<file path="src/rtl/toggle_event_receiver.sv">
// Toggle-encoded event receiver: synchronises req_tog, decodes each edge into an
// event, queues up to DEPTH of them for a valid/ready consumer and returns ack_tog.
module toggle_event_receiver #(
    parameter int SYNC_STAGES = 2,
    parameter int DEPTH       = 4,
    parameter int CNT_W       = 3
) (
    input  logic             clk,
    input  logic             clear_n,
    input  logic             req_tog,
    output logic             evt_valid,
    input  logic             evt_ready,
    output logic             ack_tog,
    output logic [CNT_W-1:0] pending,
    output logic             overflow
);

    typedef enum logic {
        PRIME,
        RUN
    } state_t;

    localparam int PW = $clog2(SYNC_STAGES + 1);
    localparam logic [PW-1:0] PRIME_LAST = PW'(SYNC_STAGES);
    localparam logic [CNT_W-1:0] FULL = CNT_W'(DEPTH);

    logic [SYNC_STAGES-1:0] sync;
    logic                   s;
    logic                   s_d;
    logic                   detect;
    logic                   consume;

    state_t                 state;
    state_t                 state_nxt;
    logic [PW-1:0]          prime_cnt;
    logic [PW-1:0]          prime_cnt_nxt;
    logic [CNT_W-1:0]       pending_nxt;
    logic                   overflow_nxt;

    assign s         = sync[SYNC_STAGES-1];
    assign evt_valid = (pending != '0);
    assign consume   = evt_valid & evt_ready;

    always_ff @(posedge clk or negedge clear_n) begin
        if (!clear_n) begin
            sync <= '0;
            s_d  <= 1'b0;
        end else begin
            sync <= {sync[SYNC_STAGES-2:0], req_tog};
            s_d  <= s;
        end
    end

    always_ff @(posedge clk or negedge clear_n) begin
        if (!clear_n) begin
            state     <= PRIME;
            prime_cnt <= '0;
            pending   <= '0;
            overflow  <= 1'b0;
            ack_tog   <= 1'b0;
        end else begin
            state     <= state_nxt;
            prime_cnt <= prime_cnt_nxt;
            pending   <= pending_nxt;
            overflow  <= overflow_nxt;
            ack_tog   <= ack_tog ^ consume;
        end
    end

    // PRIME masks detect until s_d has caught up with the level seen at release
    always_comb begin
        state_nxt     = state;
        prime_cnt_nxt = prime_cnt;
        detect        = 1'b0;
        pending_nxt   = pending;
        overflow_nxt  = overflow;
        unique case (state)
            PRIME: begin
                pending_nxt = '0;
                if (prime_cnt == PRIME_LAST) begin
                    state_nxt = RUN;
                end else begin
                    prime_cnt_nxt = prime_cnt + PW'(1);
                end
            end
            RUN: begin
                detect = s ^ s_d;
                case ({detect, consume})
                    2'b10: begin
                        if (pending < FULL) begin
                            pending_nxt = pending + CNT_W'(1);
                        end else begin
                            overflow_nxt = 1'b1;
                        end
                    end
                    2'b01:   pending_nxt = pending - CNT_W'(1);
                    default: pending_nxt = pending;
                endcase
            end
            default: state_nxt = PRIME;
        endcase
    end

endmodule

</file>
<file path="config.mk">
export PLATFORM = sky130hd
export DESIGN_NAME = toggle_event_receiver
export DESIGN_NICKNAME = d
export VERILOG_FILES = /design/src/rtl/toggle_event_receiver.sv
export SDC_FILE = /design/constraint.sdc
export NUM_CORES = 1
export LEC_CHECK = 0
export ABC_AREA = 1
export CAP_MARGIN = 20
export CORE_MARGIN = 2
export CORE_UTILIZATION = 36
export CTS_CLUSTER_DIAMETER = 150
export CTS_CLUSTER_SIZE = 12
export DETAILED_ROUTE_END_ITERATION = 12
export MAX_ROUTING_LAYER = met4
export PLACE_DENSITY_LB_ADDON = 0.08
export SLEW_MARGIN = 20
export SYNTH_ARGS = -nofsm -noshare
export SYNTH_HDL_FRONTEND = slang
export SYNTH_SLANG_ARGS = --single-unit
</file>
<file path="constraint.sdc">
create_clock -name clk -period 2.2 [get_ports clk]
set_clock_uncertainty 0.2 [all_clocks]
set_input_delay 0.33 -clock clk [delete_from_list [all_inputs] [get_ports clk]]
set_output_delay 0.33 -clock clk [all_outputs]
set_load 0.01 [all_outputs]
</file>
=== Word-level counts from Yosys, hierarchy flattened ===
Cells that the tools add are included.

* Bits in registers: 11
* Bits of input ports: 4

* Add/subtract/negate cells: 3
* Order comparisons: 1
* Equal/unequal tests: 5
* Mux-type cells: 5
* Bitwise logic cells: 6
* Reduce and logical (&&, ||, !) cells: 4

{| class="wikitable"
|+ Operators by type and width
! operator !! number
|-
| one-hot mux 3 bit (2 select lines) || 2
|-
| == test 2 bit (second input constant) || 2
|-
| AND reduction 2 bit || 2
|-
| adder 3 x 1 -> 3 bit (second input constant) || 1
|-
| less-than comparator 3 bit (second input constant) || 1
|-
| two-way mux 3 bit || 1
|-
| inequality test 3 x 1 -> 1 bit (second input constant) || 1
|-
| inequality test 3 bit (second input constant) || 1
|-
| inverter 1 bit || 3
|-
| AND reduction 3 bit || 1
|-
| nonzero test 3 bit || 1
|-
| subtractor 3 x 1 -> 3 bit (second input constant) || 1
|-
| adder 2 x 1 -> 2 bit (second input constant) || 1
|-
| == test 2 x 1 -> 1 bit (second input constant) || 1
|-
| two-way mux 1 bit || 2
|-
| bitwise XOR 1 bit || 2
|-
| AND 1 bit || 1
|}

=== Longest topological paths before layout ===
* Depth in word-level cells: 5
* Gate-level depth with buffers: 13
* Gate-level depth less buffers: 13

=== Worst setup path after synthesis ===
Ideal clock, no wire load.

* Kind: reg2reg
* Start point: register pending[2]
* End point: register pending[2]
* Setup time: 0.117 ns
* Arrival: 1.337 ns
* Required time: 1.883 ns
* Slack: 0.545 ns
* Cell stages (with the launch flop): 12
* Path buffers: 0
* Clock period less this slack: 1.655 ns
* Path through: dfrtp_1 nor2_2 nand2_4 nand3_4 nand2_1 nand2_1 inv_1 ha_1 nor2_1 nand2_1 nand3_1 nand2_1

* Word-level cells in the longest chain between the ends: 5
* Elaborated cells between the ends (all ways): 13

{| class="wikitable"
|+ Ends and longest elaborated chain
! item !! RTL line !! RTL
|-
| start, declared || 14 || <nowiki>output logic [CNT_W-1:0] pending,</nowiki>
|-
| start signal, assigned || 64 || <nowiki>pending <= pending_nxt;</nowiki>
|-
| nonzero test 3 bit (*) || 41 || <nowiki>assign evt_valid = (pending != '0);</nowiki>
|-
| via evt_valid || 11 || <nowiki>output logic evt_valid,</nowiki>
|-
| AND 1 bit (*) || 42 || <nowiki>assign consume = evt_valid & evt_ready;</nowiki>
|-
| == test 2 x 1 -> 1 bit or == test 2 bit (tied branches) || 88 || <nowiki>case ({detect, consume})</nowiki>
|-
| one-hot mux 3 bit (2 select lines), or another cell as far along || 88 ||
|-
| one-hot mux 3 bit (2 select lines) or AND reduction 2 bit (tied branches) || - ||
|}

The timed path passes the listed nets; every way through them passes the cells marked *. The select of a mux whose other input is x is not followed.
A chain may end at the register's enable or synchronous reset.

=== Worst setup path after layout ===
* Start point: register pending[2]
* End point: output port evt_valid

* Word-level cells in the longest chain between the ends: 1

{| class="wikitable"
|+ Ends and longest elaborated chain
! item !! RTL line
|-
| nonzero test 3 bit || 41
|-
| end, declared || 11
|}

No other way between the ends.

==> flow_metrics.py <==
metrics = {
    "sta": {
        "period_share": 0.8897,
        "hold_slack_ns": 0.1529,
        "rsz0062_at_grt": "false",
        "worst_slew_pin_slew_ns": 0.4811,
        "timing.setup.tns_ns": 0,
        "finalSetupViolCount": 0,
        "slew_viol_final": 0,
        "finalHoldViolations": 0,
        "max_freq_mhz": 510.9,
        "timing.final.crit_period_ns": 1.957,
        "layout_setup_ws_ns": 0.2426,
        "relSlewSlack": 0.6783,
    },
    "setup_path": {
        "worstPathArrival_ns": 1.43,
        "rr_worst_depth": 11,
        "critPathTopFamily": "buffers and inverters",
        "crit_path_cell_trace": "nor2_2, nand2_4, clkdlybuf4s50_1",
        "path_buf_inv": 1,
        "cp-start-kind": "register",
        "timing.rr.start": "pending[2]",
        "crit_end": "evt_valid",
        "crit_path_start": "pending[2]",
        "crit_fanout": 6,
        "r2r_slack_ns": 0.46,
        "max_stage_delay_ns": 0.48,
        "critPathKind": "register to primary output",
        "r2r-end": "pending[2]",
        "worst_ep_required_time_ns": 1.67,
        "crit_cells": 3,
        "crit_path_end_kind": "primary output",
        "crit_slowest_cell": "clkdlybuf4s50_1",
    },
    "layout": {
        "fin_util": 0.4726,
        "instances_no_fill": 92,
        "regArea_sq_um": 275.3,
        "post-route-cell-area_sq_um": 711.9,
        "fin_nets": 83,
        "nFillCells": 151,
        "drive_gt1_frac": 0.1316,
        "multi_input_area_sq_um": 259.0,
        "area_growth_pct": 23.70,
        "diodes": 0,
    },
    "route": {
        "drc": 0,
        "routed_via_density": 4.522,
        "drt-initial-drc-count": 12,
        "wl_per_cell_um": 9.674,
        "ant_nets": 0,
        "first_pass_iters": 4,
        "wirelength_um": 890,
        "vias": 416,
    },
    "power_and_ir_drop": {
        "leakagePower_nw": 0.3641,
        "peakVddDrop_uv": 459.1,
        "power_uw": 793.9,
        "p_per_area_nw_per_um2": 1115,
    },
    "synth": {
        "async_flop_share": 1.000,
        "synth_area_per_cell_sq_um": 9.136,
        "synth_top_family_by_area": "simple AND/OR/NAND/NOR gates",
        "ys_seq_area_frac": 0.4783,
        "ys_warn_count": 0,
        "synthFlopType": "dfrtp_1",
        "synth.distinct_cells": 16,
        "synthXorXnorAreaFrac": 0.03043,
        "synth_area_sq_um": 575.6,
        "synth_top_area_frac": 0.4783,
        "synth_edf_count": 0,
        "ys_ff_latch": 11,
        "synth_adder_area_share": 0.04348,
        "syn_nets": 69,
        "synth_compound_area_frac": 0.07826,
        "yosysTopAreaCell": "dfrtp_1",
        "netlist_instances": 63,
        "synth_mux_area_frac": 0,
        "synth_area_leaders": "dfrtp_1, nand2_1, inv_1",
        "yosys.area_share.simple": 0.2978,
    },
    "outcome": {
        "status": "finished, final reports clean",
    },
    "global_routing": {
        "track_usage": 0.1231,
        "grt_max_degree": 12,
        "grt_overflow": 0,
        "antenna_found_initial": 0,
        "grt_pass1_vias": 418,
        "grt_pass1_wl_um": 1690,
    },
    "clock_network": {
        "cts_hold_buf": 0,
        "clk_pin_slew_ns": 0.07,
        "clk_latency_ns": 0.26,
        "postCtsSetupRepairBufs": 0,
        "cts_tree": "done",
        "root_buffer": "clkbuf_4",
        "ctsResizeCount": 0,
        "cts_buffers": 3,
        "cts_buffer_depth": 2,
        "htree_num_levels": 1,
        "clock-sinks": 11,
    },
    "floorplan": {
        "die_x_um": 43.99,
        "core-area_sq_um": 1506,
        "die_area_sq_um": 1935,
        "die_y_um": 43.99,
        "io_pins": 10,
        "num_rows": 14,
        "start_util": 0.3821,
    },
    "placed_design": {
        "io_buffers": 9,
        "dp_slack_ns": 0.1607,
        "place_congestion": 0.7579,
        "dpl_cell_area_sq_um": 685.7,
        "dp_hpwl_um": 731,
        "dp.cells": 88,
    },
    "run": {
        "maxCapViolCount": 0,
    },
    "min_path": {
        "min_path_type": "register to register",
    },
}
registers in the layout, summed over array words and instances (netlist names):
| name | flops |
|---|---|
| s_d | 1 |
| overflow | 1 |
| sync | 2 |
| state | 1 |
| pending | 3 |
| prime_cnt | 2 |
| ack_tog | 1 |
worst reg2reg max path, delay by kind of cell, from the launching register on:
kind / cells / cell delay [ns]
fa+ha+maj: 1 / 0.18
buf+inv: 1 / 0.04
flops: 1 / 0.45
simple gates: 9 / 0.77
report_power, final:
group          internal, mW  leakage [nW]  switching [mW]
clock                0.0699        0.0150          0.0595
combinational         0.176         0.226           0.200
sequential            0.244         0.123          0.0438
metal layers:
metal / global-route usage / vias to the layer above / share of wire
met1: 0.1536 / 186 / 0.49
met3: 0.02500 / 2 / 0.037
met2: 0.1824 / 6 / 0.46
met4: 0.07273 / 0 / 0.013
met5: - / - / 0
li1: - / 222 / -
cell type report:
type	count	area share
timing repair buffer	9	0.1265
tap	16	0.02812
multi-input combinational	41	0.3638
sequential	11	0.3866
inverter	11	0.05800
clock buffer	4	0.03691
cells in the mapped netlist, types with 2 or more instances:
cell type / number
nand2_4: 2
inv_1: 11
ha_1: 2
dfrtp_1: 11
nand4_1: 2
nand3_4: 2
o21ai_1: 2
nand2_1: 21
nor2_1: 3
placed cells by master, fill, tap and decap left out:
master           instances
clkdlybuf4s50_1          9
a41o_2                   1
o21ai_1                  2
nand2_4                  2
xor2_1                   1
nand4_1                  2
clkbuf_1                 1
ha_1                     2
o21ai_0                  1
xnor2_1                  1
inv_1                   11
dfrtp_1                 11
nand3_4                  2
nand2_1                 21
nand3_1                  1
nor2_2                   1
a21boi_4                 1
clkbuf_4                 3
nor2_1                   3
worst min path at each step:
stage	slack, ns	start	endpoint	cells after the start
2_1_floorplan	-0.17	clear_n	ack_tog	0
3_3_place_gp	0.13	sync[0]	sync[1]	0
3_5_place_dp	0.14	sync[0]	sync[1]	0
4_1_cts	0.16	sync[0]	sync[1]	0
5_1_grt	0.16	sync[0]	sync[1]	0
6_report	0.15	sync[0]	sync[1]	0
logic make-up after synthesis:
| kind of cell | Yosys count |
|---|---|
| xor gates and xnor gates | 2 |
| adders and majority gates | 2 |
| and+or+nand+nor | 32 |
| AOI/OAI and AO/OA | 5 |
| DFF | 11 |
| buffers and inverters | 11 |
No activity file was read; power rests on OpenSTA's default activity.
